### config.mk
export PLATFORM = sky130hd
export DESIGN_NAME = instruction_fetch_unit
export DESIGN_NICKNAME = d
export VERILOG_FILES = /design/src/rtl/instruction_fetch_unit.sv
export SDC_FILE = /design/constraint.sdc
export NUM_CORES = 1
export LEC_CHECK = 0
export CORE_MARGIN = 4
export CORE_UTILIZATION = 25
export DETAILED_ROUTE_END_ITERATION = 10
export SYNTH_ARGS = -nofsm -noshare
export SYNTH_HDL_FRONTEND = slang
export SYNTH_SLANG_ARGS = --single-unit
### constraint.sdc
create_clock -name Clk -period 7.9 [get_ports Clk]
set_input_delay 1.58 -clock Clk [delete_from_list [all_inputs] [get_ports Clk]]
set_output_delay 1.58 -clock Clk [all_outputs]
set_load 0.03 [all_outputs]
### src/rtl/instruction_fetch_unit.sv
// MIPS program counter and IF/ID pipeline register.
// Fetches from a combinational instruction memory and handles stall, redirect and halt.
module instruction_fetch_unit #(
    parameter logic [31:0] RESET_PC    = 32'h0000_0000,
    parameter logic [5:0]  HALT_OPCODE = 6'b111111
) (
    input  logic        Clk,
    input  logic        Reset,
    input  logic        Stall,
    input  logic        BranchTaken,
    input  logic [31:0] BranchTarget,
    input  logic        Jump,
    input  logic [31:0] JumpTarget,
    input  logic [31:0] Instruction,
    output logic [31:0] PCOut,
    output logic [31:0] IF_ID_Instruction,
    output logic [31:0] IF_ID_PCPlus4,
    output logic        IF_ID_Valid,
    output logic        Halted
);

    typedef enum logic {
        ST_RUN    = 1'b0,
        ST_HALTED = 1'b1
    } state_t;

    state_t      r_state;
    state_t      w_state_nxt;
    logic [31:0] r_pc;
    logic [31:0] w_pc_nxt;
    logic [31:0] r_ifid_instr;
    logic [31:0] w_ifid_instr_nxt;
    logic [31:0] r_ifid_pc4;
    logic [31:0] w_ifid_pc4_nxt;
    logic        r_ifid_vld;
    logic        w_ifid_vld_nxt;

    logic        w_redirect;
    logic [31:0] w_target;
    logic [31:0] w_pc_plus4;
    logic        w_is_halt;

    // Jump has priority over a simultaneous branch; targets are word aligned.
    assign w_redirect = Jump | BranchTaken;
    assign w_target   = Jump ? {JumpTarget[31:2], 2'b00} : {BranchTarget[31:2], 2'b00};
    assign w_pc_plus4 = r_pc + 32'd4;
    assign w_is_halt  = (Instruction[31:26] == HALT_OPCODE);

    always_ff @(posedge Clk or posedge Reset) begin
        if (Reset) begin
            r_state      <= ST_RUN;
            r_pc         <= RESET_PC;
            r_ifid_instr <= 32'd0;
            r_ifid_pc4   <= 32'd0;
            r_ifid_vld   <= 1'b0;
        end else begin
            r_state      <= w_state_nxt;
            r_pc         <= w_pc_nxt;
            r_ifid_instr <= w_ifid_instr_nxt;
            r_ifid_pc4   <= w_ifid_pc4_nxt;
            r_ifid_vld   <= w_ifid_vld_nxt;
        end
    end

    always_comb begin
        w_state_nxt      = r_state;
        w_pc_nxt         = r_pc;
        w_ifid_instr_nxt = r_ifid_instr;
        w_ifid_pc4_nxt   = r_ifid_pc4;
        w_ifid_vld_nxt   = r_ifid_vld;
        if (w_redirect) begin
            w_state_nxt      = ST_RUN;
            w_pc_nxt         = w_target;
            w_ifid_instr_nxt = 32'd0;
            w_ifid_pc4_nxt   = 32'd0;
            w_ifid_vld_nxt   = 1'b0;
        end else if (!Stall) begin
            case (r_state)
                ST_RUN: begin
                    if (w_is_halt) begin
                        // The halt word is swallowed here and never reaches decode.
                        w_state_nxt      = ST_HALTED;
                        w_ifid_instr_nxt = 32'd0;
                        w_ifid_pc4_nxt   = 32'd0;
                        w_ifid_vld_nxt   = 1'b0;
                    end else begin
                        w_pc_nxt         = w_pc_plus4;
                        w_ifid_instr_nxt = Instruction;
                        w_ifid_pc4_nxt   = w_pc_plus4;
                        w_ifid_vld_nxt   = 1'b1;
                    end
                end
                default: begin
                    w_ifid_instr_nxt = 32'd0;
                    w_ifid_pc4_nxt   = 32'd0;
                    w_ifid_vld_nxt   = 1'b0;
                end
            endcase
        end
    end

    assign PCOut             = r_pc;
    assign IF_ID_Instruction = r_ifid_instr;
    assign IF_ID_PCPlus4     = r_ifid_pc4;
    assign IF_ID_Valid       = r_ifid_vld;
    assign Halted            = (r_state == ST_HALTED);

endmodule
-- Word level (Yosys, flattened, before mapping)
Cells that the tools add are included.
- bits of input ports: 101
- bits in registers: 98
- eq/ne operators: 4
- reduce and logical (&&, ||, !) cells: 1
- bitwise operators: 1
- muxes and demuxes: 21
- $add $sub $neg: 1
- operator list (kind ; count):
    $mux 32 ; 13
    $add 32x3->32 const B ; 1
    $mux 1 ; 8
    $eq 6x6->1 const B ; 1
    $ne 2x1->1 const B ; 2
    $reduce_and 3->1 ; 1
    $ne 2x2->1 const B ; 1
    $or 1x1->1 ; 1

-- Longest topological paths before layout
Gate-level depths: netlist of the first run.
- depth in word-level cells: 5
- gate-level depth with buffers: 7
- depth with buffers taken out: 6

-- Worst setup path after synthesis of the first run
OpenSTA, ideal clock, no wires.
- kind: in2reg
- from: in Instruction[29]
- to: reg r_pc[11] (netlist: PCOut[11])
- stages on the path: 5
- path buffers: 1
- path slack: 4.997 ns
- arrival: 2.777 ns
- data required time: 7.774 ns
- path through: nand4_1 > o21ai_1 > nor2_1 > clkbuf_1 > a221o_1
- cells in the longest elaborated chain, start to end: 3
- RTL lines (what ; line ; source):
    start: declaration ; 14 ; input logic [31:0] Instruction,
    $eq 6x6->1 ; 47 ; assign w_is_halt = (Instruction[31:26] == HALT_OPCODE);
    $ne 2x2->1 (no line) ; n/a ;
    $reduce_and 3->1 (no line) ; n/a ;
    end signal: assignment ; 58 ; r_pc <= w_pc_nxt;
    end: declaration ; 29 ; logic [31:0] r_pc;
Every way passes these cells.
A chain may end at the register's enable or synchronous reset.

-- Worst setup path after layout of the first run
- from: in Jump
- to: reg r_ifid_instr[8] (netlist: IF_ID_Instruction[8])
- cells in the longest elaborated chain, start to end: 2
- elaborated cells on any way between the ends: 3
- those cells by class: 1 x eq/ne; 1 x mux; 1 x bitwise
- RTL lines (what ; line ; source):
    start: declaration ; 12 ; input logic Jump,
    $or 1x1->1 (*) ; 44 ; assign w_redirect = Jump | BranchTaken;
    $ne 2x1->1 (no line) / $mux 32 (equally long branches) ; n/a ;
    end signal: assignment ; 59 ; r_ifid_instr <= w_ifid_instr_nxt;
    end: declaration ; 31 ; logic [31:0] r_ifid_instr;
Mark *: on every way between the ends. The rest lies on a longest branch, timed or not.

==> flow_metrics.py, run 1 <==
metrics = {
    "run_status": {
        "status": "finished, final reports clean",
    },
    "setup_path": {
        "crit_fanout": 39,
        "critPathCaptureType": "flop",
        "crit_arrival_ns": 4.42,
        "crit_type": "input port to flop",
        "cp-start-kind": "input port",
        "required_ns": 8.18,
        "critPathLaunch": "Jump",
        "worstReg2RegStart": "Halted$_DFFE_PP0N_",
    },
    "clock_tree": {
        "cts.htree.levels": 3,
        "insertion_delay_ns": 0.34,
        "postCtsHoldBufs": 0,
        "cts_buffers": 9,
        "cts.sinks": 95,
        "cts_tree": "yes",
        "cts_root_buffer": "clkbuf_16",
        "cts.repair.resized": 0,
        "clk_path_buf_depth": 2,
        "clkTransAtPathRegs_ns": 0.07,
        "cts_setup_buffers": 0,
    },
    "yosys": {
        "ys.flop_type": "dfrtp_1",
        "synthArstFlopShare_pct": 100.0,
        "synth.largest_area_cell": "dfrtp_1",
        "syn_area_sq_mm": 0.004638,
        "yosys_warnings": 0,
        "ys_top_cells_by_area": "dfrtp_1 (51%), a22o_1 (6.8%), xor2_1 (4.5%), nand2_1 (3.9%), o21ai_0 (3.5%)",
        "post-synth-top-count-cell": "dfrtp_1",
        "synth.avg_cell_area_sq_um": 10.06,
        "yosysSeqAreaShare_pct": 51.25,
        "synth_top_area_share_pct": 51.25,
        "synth_edf_count": 0,
        "synth_common_cells": "dfrtp_1 (95), nand2_1 (48), a22o_1 (36)",
        "ys_ff_latch": 95,
        "synthCells": 461,
        "yosysUniqueCellTypes": 51,
    },
    "drt": {
        "drc_errors": 0,
        "wl_microns": 16680,
        "wire_per_inst_microns": 19.13,
        "ant_nets": 0,
        "first_iter_violations": 293,
        "vias": 4346,
        "drt-vias-per-instance": 4.984,
        "dr.pass1.iters": 5,
    },
    "timing": {
        "hold_viol_final": 0,
        "finalCritPeriodShare_pct": 52.50,
        "drv_slew": 0,
        "max_slew_margin_pct": 26.41,
        "rsz0062_at_grt": "no",
        "finalSetupViolCount": 0,
        "tns_ns": 0,
        "max_freq_mhz": 241.1,
        "tightest_slew_ns": 1.097,
        "min_period_ns": 4.148,
        "finClkSkew_ns": 0.008146,
    },
    "die": {
        "start_util_pct": 25.65,
        "std_cell_rows": 49,
        "die-width_microns": 144.2,
        "io_pins": 199,
        "die_area_sq_mm": 0.02080,
        "fp.dieH_microns": 144.2,
        "core_sq_mm": 0.01809,
    },
    "placement": {
        "port_buffers": 192,
        "place.gp.congestion": 0.8014,
        "dpl.hpwl_microns": 12210,
    },
    "power_and_ir_drop": {
        "peakVddDrop_mv": 0.08818,
        "power_density_mw_per_mm2": 188.7,
        "p_leak_nw": 2.850,
    },
    "final_layout": {
        "fin_util_pct": 39.21,
        "nNetsFinal": 741,
        "area_growth_syn_to_layout_pct": 52.90,
        "drive_gt1_share_pct": 5.132,
        "n_antenna_cell": 0,
    },
    "min_path": {
        "hold_path_class": "flop to flop",
        "min-delay-start": "IF_ID_Valid$_DFFE_PP0N_",
    },
    "global_route": {
        "grt_max_degree": 58,
        "grt_remaining_overflow": 0,
        "first_global_vias": 4369,
        "grt_antenna_before_repair": 0,
        "gr-usage-all-layers_pct": 15.61,
        "grt_first_pass_wirelength_microns": 25040,
    },
    "job": {
        "cap_violations": 0,
    },
}
==> final cells by class <==
type                       instances  area [sq um]
multi-input combinational        327          2090
timing repair buffer             200          1982
clock inverter                     3         65.06
fill                            1741         10990
tap                              229         286.5
inverter                           6         25.02
clock buffer                      12         266.5
sequential                        95          2377
==> worst max-delay path, stage by stage <==
cell,delay (ns)
clkdlybuf4s50_1,0.40
buf_4,0.22
nor2_1,0.62
buf_4,0.32
and2_2,0.54
buf_4,0.51
a22o_1,0.21
==> layout by cell type, fill, tap and decap left out, drive strengths merged, types with 2 or more instances in the layout <==
cell type	instances
nor2	23
a31oi	2
and3	7
mux2i	2
a221o	2
nand2	48
o221a	2
a2bb2oi	5
nand3	20
o21a	2
o21ai	42
nor2b	2
clkdlybuf4s50	192
nor4	2
inv	5
clkinv	2
bufinv	2
a22oi	8
buf	8
conb	2
a22o	36
a21oi	20
nand4	14
dfrtp	95
and2	6
o2bb2ai	2
xnor2	17
xor2	24
o22ai	20
clkbuf	12
nor3	6
==> through the flow <==
step / total power (W) / worst slack [ns] / hold WS (ns) / cells / area, sq um
final: 0.001338 / 3.752 / 0.4848 / 872 / 7092
after global routing: 0.001397 / 3.465 / 0.5164 / 872 / 7092
after CTS: 0.001355 / 3.668 / 0.4883 / 872 / 7092
after detailed placement: 0.0008604 / 3.313 / 0.4710 / 857 / 6760
after global placement: 0.0008551 / 3.367 / 0.4665 / 857 / 6760
after floorplan: 0.0007099 / 3.843 / 0.6503 / 462 / 4642
==> kinds of logic after synthesis <==
family / share of synthesized area, %
AO/OA/AOI/OAI: 22.04
XOR/XNOR: 7.742
adder cells (fa/ha/maj): 0.2697
buffers and inverters: 3.965
flip-flops: 51.25
multiplexers: 0.4316
other: 0.08085
AND/OR/NAND/NOR: 14.22
==> sequential cells by signal, indices dropped and copies added (netlist names) <==
name,cells
Halted,1
IF_ID_Instruction,32
IF_ID_PCPlus4,31
IF_ID_Valid,1
PCOut,30
==> per-layer routing <==
layer | vias to the layer above | wire length [microns] | GRT usage (%) | part of all wire [%]
li1 | 2032 | - | - | -
met1 | 2130 | 7255 | 20.79 | 43
met2 | 166 | 8083 | 25.33 | 48
met3 | 18 | 1020 | 3.505 | 6.1
met5 | - | 0 | 0 | 0
met4 | 0 | 323 | 5.007 | 1.9
==> worst paths after layout <==
kind | to | slack [ns] | depth (start not counted)
max reg2reg | PCOut[15]$_DFFE_PP0P_ | 5.18 | 6
min in group asynchronous | IF_ID_Instruction[21]$_DFFE_PP0N_ | 1.63 | 2
max in group asynchronous | IF_ID_PCPlus4[8]$_DFFE_PP0N_ | 5.11 | 3
max | IF_ID_Instruction[8]$_DFFE_PP0N_ | 3.75 | 7
min reg2reg | IF_ID_Valid$_DFFE_PP0N_ | 0.48 | 2
min | IF_ID_Valid$_DFFE_PP0N_ | 0.48 | 2
==> report_power, final <==
part	internal [W]	switching, W	total [W]	leakage (nW)
Clock	0.000301	0.000186	0.000488	0.165
Combinational	0.000136	0.000160	0.000296	1.45
Sequential	0.000515	0.0000393	0.000554	1.24
Note: power is estimated with default switching activity, not from simulation.
==> run 2: changes to the inputs <==
clock period = 4.3 ns   (was 7.9 ns; I/O delays follow)
==> flow_metrics.py, run 2 (same netlist as run 1, synthesis figures left out) <==
metrics = {
    "run_status": {
        "status": "finished, final reports clean",
    },
    "clock_tree": {
        "insertion_delay_ns": 0.34,
        "postCtsHoldBufs": 0,
        "cts.htree.levels": 3,
        "cts.sinks": 95,
        "cts_tree": "yes",
        "cts.repair.resized": 0,
        "cts_root_buffer": "clkbuf_16",
        "cts_setup_buffers": 0,
        "cts_buffers": 9,
        "clkTransAtPathRegs_ns": 0.07,
        "clk_path_buf_depth": 2,
    },
    "global_route": {
        "top_usage_layer": "met2",
        "grt_antenna_before_repair": 0,
        "grt_use_met3_pct": 3.340,
        "grt_first_pass_wirelength_microns": 25370,
        "grt_remaining_overflow": 0,
        "gr-usage-all-layers_pct": 15.68,
        "first_global_vias": 4482,
        "gr-usage-met1_pct": 20.15,
        "met2_usage_pct": 25.97,
        "grt_max_degree": 70,
    },
    "setup_path": {
        "cp-start-kind": "input port",
        "ff2ff_setup_slack_ns": 1.98,
        "critPathCaptureType": "flop",
        "crit_fanout": 40,
        "crit_arrival_ns": 3.12,
        "required_ns": 4.53,
        "crit_type": "input port to flop",
    },
    "power_and_ir_drop": {
        "peakVddDrop_mv": 0.1794,
        "swShare_pct": 29.38,
        "power_w": 0.002407,
        "switchingPower_w": 0.0007072,
        "power_density_mw_per_mm2": 338.2,
        "pwr-share-seq_pct": 42.4,
        "p_leak_nw": 2.865,
        "clockPowerShare_pct": 34.9,
        "p_int_w": 0.001700,
        "combinationalPowerShare_pct": 22.7,
    },
    "die": {
        "die_area_sq_mm": 0.02080,
        "fp.dieH_microns": 144.2,
        "core_sq_mm": 0.01809,
        "die-width_microns": 144.2,
        "start_util_pct": 25.65,
        "std_cell_rows": 49,
        "io_pins": 199,
    },
    "final_layout": {
        "fin_cells": 879,
        "drive_gt1_share_pct": 5.846,
        "final_common_cell": "clkdlybuf4s50_1",
        "nNetsFinal": 747,
        "layout_common_cells": "clkdlybuf4s50_1 (192), dfrtp_1 (95), nand2_1 (48), a22o_1 (36), o21ai_0 (32)",
        "area_growth_syn_to_layout_pct": 53.44,
        "fin_area_sq_mm": 0.007117,
        "largest_reg_flops": 32,
        "n_antenna_cell": 0,
    },
    "drt": {
        "wl_microns": 16610,
        "drc_errors": 0,
        "wire_per_inst_microns": 18.89,
        "vias": 4363,
        "drt-vias-per-instance": 4.964,
        "first_iter_violations": 336,
        "ant_nets": 0,
        "dr.pass1.iters": 5,
    },
    "placement": {
        "place_ws_ns": 1.039,
        "dpl_cell_area_sq_mm": 0.006805,
        "place_inst": 863,
        "port_buffers": 192,
        "dpl.hpwl_microns": 12150,
        "place.gp.congestion": 0.7988,
    },
    "timing": {
        "rsz0062_at_grt": "no",
        "tightest_slew_ns": 1.091,
        "max_slew_margin_pct": 27.08,
        "max_freq_mhz": 346.4,
        "tns_ns": 0,
        "hold_viol_final": 0,
        "finClkSkew_ns": 0.01184,
        "min_period_ns": 2.887,
        "finalSetupViolCount": 0,
        "fin_ws_ns": 1.413,
        "finalCritPeriodShare_pct": 67.14,
        "drv_slew": 0,
    },
    "job": {
        "cap_violations": 0,
    },
    "min_path": {
        "hold_path_class": "flop to flop",
    },
}
run 2: final cells by class:
cell class | count | area, sq um
clock buffer | 14 | 274.0
clock inverter | 2 | 37.54
fill | 1751 | 10970
inverter | 6 | 25.02
multi-input combinational | 327 | 2090
sequential | 95 | 2377
tap | 229 | 286.5
timing repair buffer | 206 | 2027
run 2: power by group through the flow:
stage / registers (W) / clock network, W / logic (W)
global placement: 0.00103 / 0 / 0.000543
global route: 0.00103 / 0.000892 / 0.000584
floorplan: 0.00112 / 0 / 0.000180
finish: 0.00102 / 0.000841 / 0.000546
CTS: 0.00102 / 0.000863 / 0.000552
detailed placement: 0.00104 / 0 / 0.000549
run 2: path summary, 6_finish.rpt:
check | start | end | cells past startpoint
worst min-delay path | IF_ID_PCPlus4[14]$_DFFE_PP0N_ | IF_ID_PCPlus4[14]$_DFFE_PP0N_ | 2
worst min register to register | IF_ID_PCPlus4[14]$_DFFE_PP0N_ | IF_ID_PCPlus4[14]$_DFFE_PP0N_ | 2
worst max-delay path | BranchTaken | PCOut[22]$_DFFE_PP0P_ | 7
max in group asynchronous | Reset | IF_ID_PCPlus4[27]$_DFFE_PP0N_ | 3
worst max register to register | PCOut[5]$_DFFE_PP0P_ | PCOut[30]$_DFFE_PP0P_ | 5
min in group asynchronous | Reset | IF_ID_Instruction[21]$_DFFE_PP0N_ | 2
run 2: stage by stage:
step	hold WS [ns]	util, %
after floorplan	0.6503	-
after global placement	0.4656	37.63
after detailed placement	0.4732	37.63
after CTS	0.4884	39.35
after global routing	0.5031	39.35
final	0.4824	39.35
run 2: worst max-delay path, cell delays in order:
cell,delay [ns]
clkdlybuf4s50_1,0.54
clkinv_1,0.21
nand2_1,0.07
buf_4,0.22
nor2_4,0.85
a32oi_1,0.22
o21a_1,0.15
run 2: per-layer routing:
layer / part of all wire (%) / vias up
met3: 6.4 / 25
met5: 0 / -
li1: - / 2044
met1: 43 / 2126
met2: 48 / 168
met4: 2.6 / 0
